===== config.mk =====
export PLATFORM = sky130hd
export DESIGN_NAME = mem_arbiter
export DESIGN_NICKNAME = d
export VERILOG_FILES = /design/src/rtl/mem_arbiter.sv
export SDC_FILE = /design/constraint.sdc
export NUM_CORES = 1
export LEC_CHECK = 0
export ABC_AREA = 1
export CELL_PAD_IN_SITES_DETAIL_PLACEMENT = 0
export CELL_PAD_IN_SITES_GLOBAL_PLACEMENT = 1
export CORE_MARGIN = 4
export CORE_UTILIZATION = 25
export CTS_CLUSTER_SIZE = 12
export DETAILED_ROUTE_END_ITERATION = 6
export PLACE_DENSITY_LB_ADDON = 0.25
export SLEW_MARGIN = 20
export SYNTH_ARGS = -nofsm -noshare
export SYNTH_HDL_FRONTEND = slang
export SYNTH_SLANG_ARGS = --single-unit

===== constraint.sdc =====
create_clock -name clk -period 3.4 [get_ports clk]
set_clock_uncertainty 0.1 [all_clocks]
set_input_delay 0.68 -clock clk [delete_from_list [all_inputs] [get_ports clk]]
set_output_delay 0.68 -clock clk [all_outputs]
set_load 0.02 [all_outputs]

===== src/rtl/mem_arbiter.sv =====
// rtl/mem_arbiter.sv - single-port memory arbiter, fetch vs data, one transaction outstanding
module mem_arbiter #(
    parameter int MAX_DATA_BURST = 4,
    parameter int TIMEOUT        = 255
) (
    input  logic        clk,
    input  logic        resetn,
    input  logic        imem_req,
    input  logic [31:0] imem_addr,
    output logic        imem_gnt,
    output logic        imem_rvalid,
    output logic [31:0] imem_rdata,
    output logic        imem_error,
    input  logic        dmem_req,
    input  logic        dmem_we,
    input  logic [3:0]  dmem_be,
    input  logic [31:0] dmem_addr,
    input  logic [31:0] dmem_wdata,
    output logic        dmem_gnt,
    output logic        dmem_rvalid,
    output logic [31:0] dmem_rdata,
    output logic        dmem_error,
    output logic        bus_req,
    output logic        bus_we,
    output logic [3:0]  bus_be,
    output logic [31:0] bus_addr,
    output logic [31:0] bus_wdata,
    input  logic        bus_ready,
    input  logic        bus_rvalid,
    input  logic [31:0] bus_rdata,
    input  logic        bus_err
);
    localparam int CW = $clog2(TIMEOUT + 1);
    localparam int SW = $clog2(MAX_DATA_BURST + 1);

    typedef enum logic [1:0] {IDLE, REQ, RESP} state_t;
    typedef enum logic {OWN_FETCH, OWN_DATA} owner_t;

    state_t        state, state_nxt;
    owner_t        owner;
    logic [CW-1:0] tcnt;
    logic [SW-1:0] streak;
    logic          grant_d, grant_i, timeout, resp_bus, complete;
    logic          rsp_err;
    logic [31:0]   rsp_data;

    always_comb begin
        grant_d   = 1'b0;
        grant_i   = 1'b0;
        state_nxt = state;
        // Data wins unless fetch has already waited out a full data burst.
        if (state == IDLE && resetn) begin
            if (dmem_req && !(imem_req && streak == SW'(MAX_DATA_BURST)))
                grant_d = 1'b1;
            else if (imem_req)
                grant_i = 1'b1;
        end
        timeout  = (state != IDLE) && (tcnt == CW'(TIMEOUT - 1));
        resp_bus = (state == RESP) && bus_rvalid;
        complete = resetn && (resp_bus || timeout);
        rsp_err  = resp_bus ? bus_err : 1'b1;
        rsp_data = resp_bus ? bus_rdata : 32'h0;
        case (state)
            IDLE:    if (grant_d || grant_i) state_nxt = REQ;
            REQ:     if (timeout) state_nxt = IDLE;
                     else if (bus_ready) state_nxt = RESP;
            RESP:    if (complete) state_nxt = IDLE;
            default: state_nxt = IDLE;
        endcase
    end

    always_ff @(posedge clk) begin
        if (!resetn) begin
            state     <= IDLE;
            owner     <= OWN_FETCH;
            tcnt      <= '0;
            streak    <= '0;
            bus_we    <= 1'b0;
            bus_be    <= 4'b0000;
            bus_addr  <= 32'h0;
            bus_wdata <= 32'h0;
        end else begin
            state <= state_nxt;
            if (grant_d) begin
                owner     <= OWN_DATA;
                bus_we    <= dmem_we;
                bus_be    <= dmem_be;
                bus_addr  <= dmem_addr;
                bus_wdata <= dmem_wdata;
                tcnt      <= '0;
                if (!imem_req)
                    streak <= '0;
                else if (streak != SW'(MAX_DATA_BURST))
                    streak <= streak + SW'(1);
            end else if (grant_i) begin
                owner     <= OWN_FETCH;
                bus_we    <= 1'b0;
                bus_be    <= 4'b1111;
                bus_addr  <= imem_addr;
                bus_wdata <= 32'h0;
                tcnt      <= '0;
                streak    <= '0;
            end else if (state != IDLE && tcnt != CW'(TIMEOUT)) begin
                tcnt <= tcnt + CW'(1);
            end
        end
    end

    assign imem_gnt    = grant_i;
    assign dmem_gnt    = grant_d;
    assign bus_req     = (state == REQ) && !timeout && resetn;
    assign imem_rvalid = complete && (owner == OWN_FETCH);
    assign dmem_rvalid = complete && (owner == OWN_DATA);
    assign imem_error  = imem_rvalid && rsp_err;
    assign dmem_error  = dmem_rvalid && rsp_err;
    assign imem_rdata  = imem_rvalid ? rsp_data : 32'h0;
    assign dmem_rdata  = dmem_rvalid ? rsp_data : 32'h0;

endmodule


==> impl_metrics.py <==
metrics = {
    "placement": {
        "io_buffer_count": 279,
        "dp_hpwl_um": 11900,
        "gp_congestion": 0.735,
        "placedInstanceArea_um2": 7210,
    },
    "clock_tree": {
        "max-clock-path-buffers": 2,
        "clk-insertion-delay-late_ns": 0.34,
        "clkSlewWorstSetupHoldPaths_ns": 0.06,
        "clock_sinks": 83,
        "postCtsSetupBuffers": 0,
        "clock_tree.root_cell": "sky130_fd_sc_hd__clkbuf_16",
        "htreeDepth": 3,
        "cts_tree": "built",
        "tritoncts.num_buffers": 9,
    },
    "layout": {
        "final_net_count": 1042,
        "final_common_cell": "sky130_fd_sc_hd__clkdlybuf4s50_1",
        "antenna_fix_cells": 0,
        "layout_common_cells": "sky130_fd_sc_hd__clkdlybuf4s50_1 (246), sky130_fd_sc_hd__nand2_1 (241), sky130_fd_sc_hd__nor2_1 (92)",
        "final_layout_size_suffix_gt1_frac": 0.0732,
        "final_area_um2": 7590,
        "syn_to_final_growth_pct": 82.2,
    },
    "yosys": {
        "number_of_cells_produced_by_synthesis": 623,
        "synthArstFlopShare": 0,
        "postSynth.topFlopCell": "sky130_fd_sc_hd__dfxtp_1",
        "synthesis.area_per_instance_um2": 6.69,
        "yosysSeqAreaShare": 0.399,
        "syn_area_um2": 4170,
        "synth_seq_cells": 83,
        "number_of_enable_flip_flop_cells_after_synthesis": 0,
        "syn_nets": 767,
        "synth.lib_cells_used.distinct": 28,
        "synth.yosys.warnings": 0,
    },
    "global_route": {
        "largest_net_degree_at_the_start_of_global_routing": 67,
        "global_route.usage.total": 0.155,
        "globalRoute.totalOverflow": 0,
        "antenna_violations_before_repair": 0,
        "grt_pass1_wl_um": 22800,
        "vias_in_the_first_global_route": 4423,
    },
    "power": {
        "peakVddDrop_mv": 0.300,
        "p_int_uw": 2090,
        "comb_power_share": 0.291,
        "net-switching-power_uw": 898,
        "power_density_nw_per_um2": 394,
        "power.clock.fraction": 0.326,
        "power.static_leakage_uw": 0.00389,
        "swShare": 0.301,
        "pwr-share-seq": 0.383,
    },
    "critical_path": {
        "endpoint_kind": "output pin",
        "timing.critical_path.slowest_stage_cell": "sky130_fd_sc_hd__clkdlybuf4s50_1",
        "setup.worst_path.start_class": "primary input",
        "cp_cell_sequence": "clkdlybuf4s50_1 -> nand2_1 -> nand2_2 -> nand2_4 -> nor2_8 -> buf_12 -> clkdlybuf4s50_1",
        "cp_common_cell": "sky130_fd_sc_hd__clkdlybuf4s50_1",
        "timing.setup.critical_path_class": "in2out",
        "worstPathArrival_ns": 2.44,
        "timing.critical_path.fanout_max": 33,
        "worst_ep_required_time_ns": 2.62,
        "timing.critical_path.slowest_cell_delay_ns": 0.64,
    },
    "timing": {
        "tns_ns": 0,
        "max-slew-margin-rel": 0.526,
        "timing.final.max_slew_violations": 0,
        "rsz0062_at_grt": "false",
        "post-route-min-period_ns": 3.22,
        "period_share": 0.946,
        "worst-slew-pin-transition_ns": 0.711,
        "timing.final.hold_violations": 0,
        "finalSetupViolations": 0,
        "max_freq_mhz": 311,
    },
    "worst_hold_path": {
        "holdCritPathClass": "reg2reg",
    },
    "floorplan": {
        "top_level_ports": 280,
        "initial_core_util": 0.258,
        "design.die.area_um2": 18800,
        "rows": 46,
        "core_ar_um2": 16100,
        "die_span_y_um": 137,
        "dieWidth_um": 137,
    },
    "routing": {
        "initialDrtViolationCount": 149,
        "post_drt_wl_per_cell_um": 13.6,
        "via_count": 4556,
        "route.detailed.drc": 0,
        "route.detailed.vias_per_inst": 4.08,
        "routed_wirelength_um": 15200,
        "route.antenna.remaining_nets": 0,
        "firstDrtPassIters": 4,
    },
    "run_status": {
        "run_status": "finished clean",
    },
    "run": {
        "max-cap-violations": 0,
    },
}
[final cells by class]
cell class | instances | area [um2]
Inverter | 75 | 284
Clock inverter | 4 | 51.3
Tap cell | 216 | 270
Sequential cell | 83 | 1660
Clock buffer | 11 | 243
Fill cell | 1633 | 8530
Timing Repair Buffer | 295 | 3060
Multi-Input combinational cell | 434 | 2020
[critical path: cells and delay by family]
family / cells / cell delay, ns
buffers and inverters: 3 / 1.30
AND/OR/NAND/NOR: 4 / 0.45
[registers in the layout, summed over array words and instances, names as in the netlist]
register	flops
bus_be	4
bus_wdata	32
tcnt	8
bus_we	1
streak	3
bus_addr	32
state	2
owner	1
[synth_stat cells, types with 4 or more instances]
cell / number / area (um2)
sky130_fd_sc_hd__buf_4: 6 / 45.0
sky130_fd_sc_hd__buf_2: 14 / 70.1
sky130_fd_sc_hd__inv_1: 71 / 267
sky130_fd_sc_hd__clkbuf_1: 4 / 15.0
sky130_fd_sc_hd__dfxtp_1: 83 / 1660
sky130_fd_sc_hd__inv_2: 4 / 15.0
sky130_fd_sc_hd__nand3_2: 21 / 210
sky130_fd_sc_hd__nand3_1: 23 / 115
sky130_fd_sc_hd__a22oi_1: 18 / 135
sky130_fd_sc_hd__o21ai_0: 8 / 40.0
sky130_fd_sc_hd__a21oi_1: 7 / 35.0
sky130_fd_sc_hd__nand2_1: 241 / 905
sky130_fd_sc_hd__ha_1: 4 / 50.1
sky130_fd_sc_hd__nor2_4: 4 / 45.0
sky130_fd_sc_hd__nor2_1: 92 / 345
[power by group through the flow]
stage | Clock (uW) | Combinational, uW | Sequential [uW]
floorplan | 0 | 291 | 1280
global placement | 0 | 889 | 1160
detailed placement | 0 | 884 | 1160
CTS | 1010 | 887 | 1140
global route | 1040 | 950 | 1160
finish | 975 | 869 | 1140
[layer usage]
metal / vias up / track usage / share of wire / routed length (um)
met4: 0 / 0.0460 / 0.016 / 248
met3: 17 / 0.0669 / 0.10 / 1590
li1: 2438 / - / - / -
met1: 1940 / 0.168 / 0.39 / 5950
met5: - / 0 / 0 / 0
met2: 161 / 0.274 / 0.49 / 7380
[kinds of logic (layout without fill, tap and decap cells)]
group,count (synthesis),in the layout,synth area share
simple gates,393,393,0.415
xor+xnor,3,3,0.00631
buf+inv,106,385,0.116
flops,83,83,0.399
fa+ha+maj,4,4,0.0120
compound gates,34,34,0.0523
[what timing repair did]
action | CTS | global route
endpoints found under the hold margin | 0 | 0
endpoints found under the setup margin | 0 | 39
hold buffers | 0 | 0
gates resized for setup | 0 | 34
[final timing paths]
kind                             start                        end  slack, ns  depth (start not counted)
min reg2reg  bus_wdata[7]$_SDFFE_PN0P_  bus_wdata[7]$_SDFFE_PN0P_       0.34                          2
max                         bus_rvalid                imem_rvalid       0.18                          7
max reg2reg     streak[0]$_SDFFE_PN0P_  bus_addr[31]$_SDFFE_PN0P_       1.36                         10
min          bus_wdata[7]$_SDFFE_PN0P_  bus_wdata[7]$_SDFFE_PN0P_       0.34                          2
[metrics by stage]
step                      cells  worst slack [ns]  hold slack [ns]  total power (uW)  utilization
final                      1118             0.185            0.343              2990        0.471
after global routing       1118            0.0607            0.362              3150        0.471
after CTS                  1118            0.0403            0.346              3040        0.466
after detailed placement   1103            0.0387            0.333              2050        0.447
after global placement     1103            0.0519            0.327              2050        0.447
after floorplan             623              1.12            0.348              1570            -
Power figures use the tool's default switching activity.
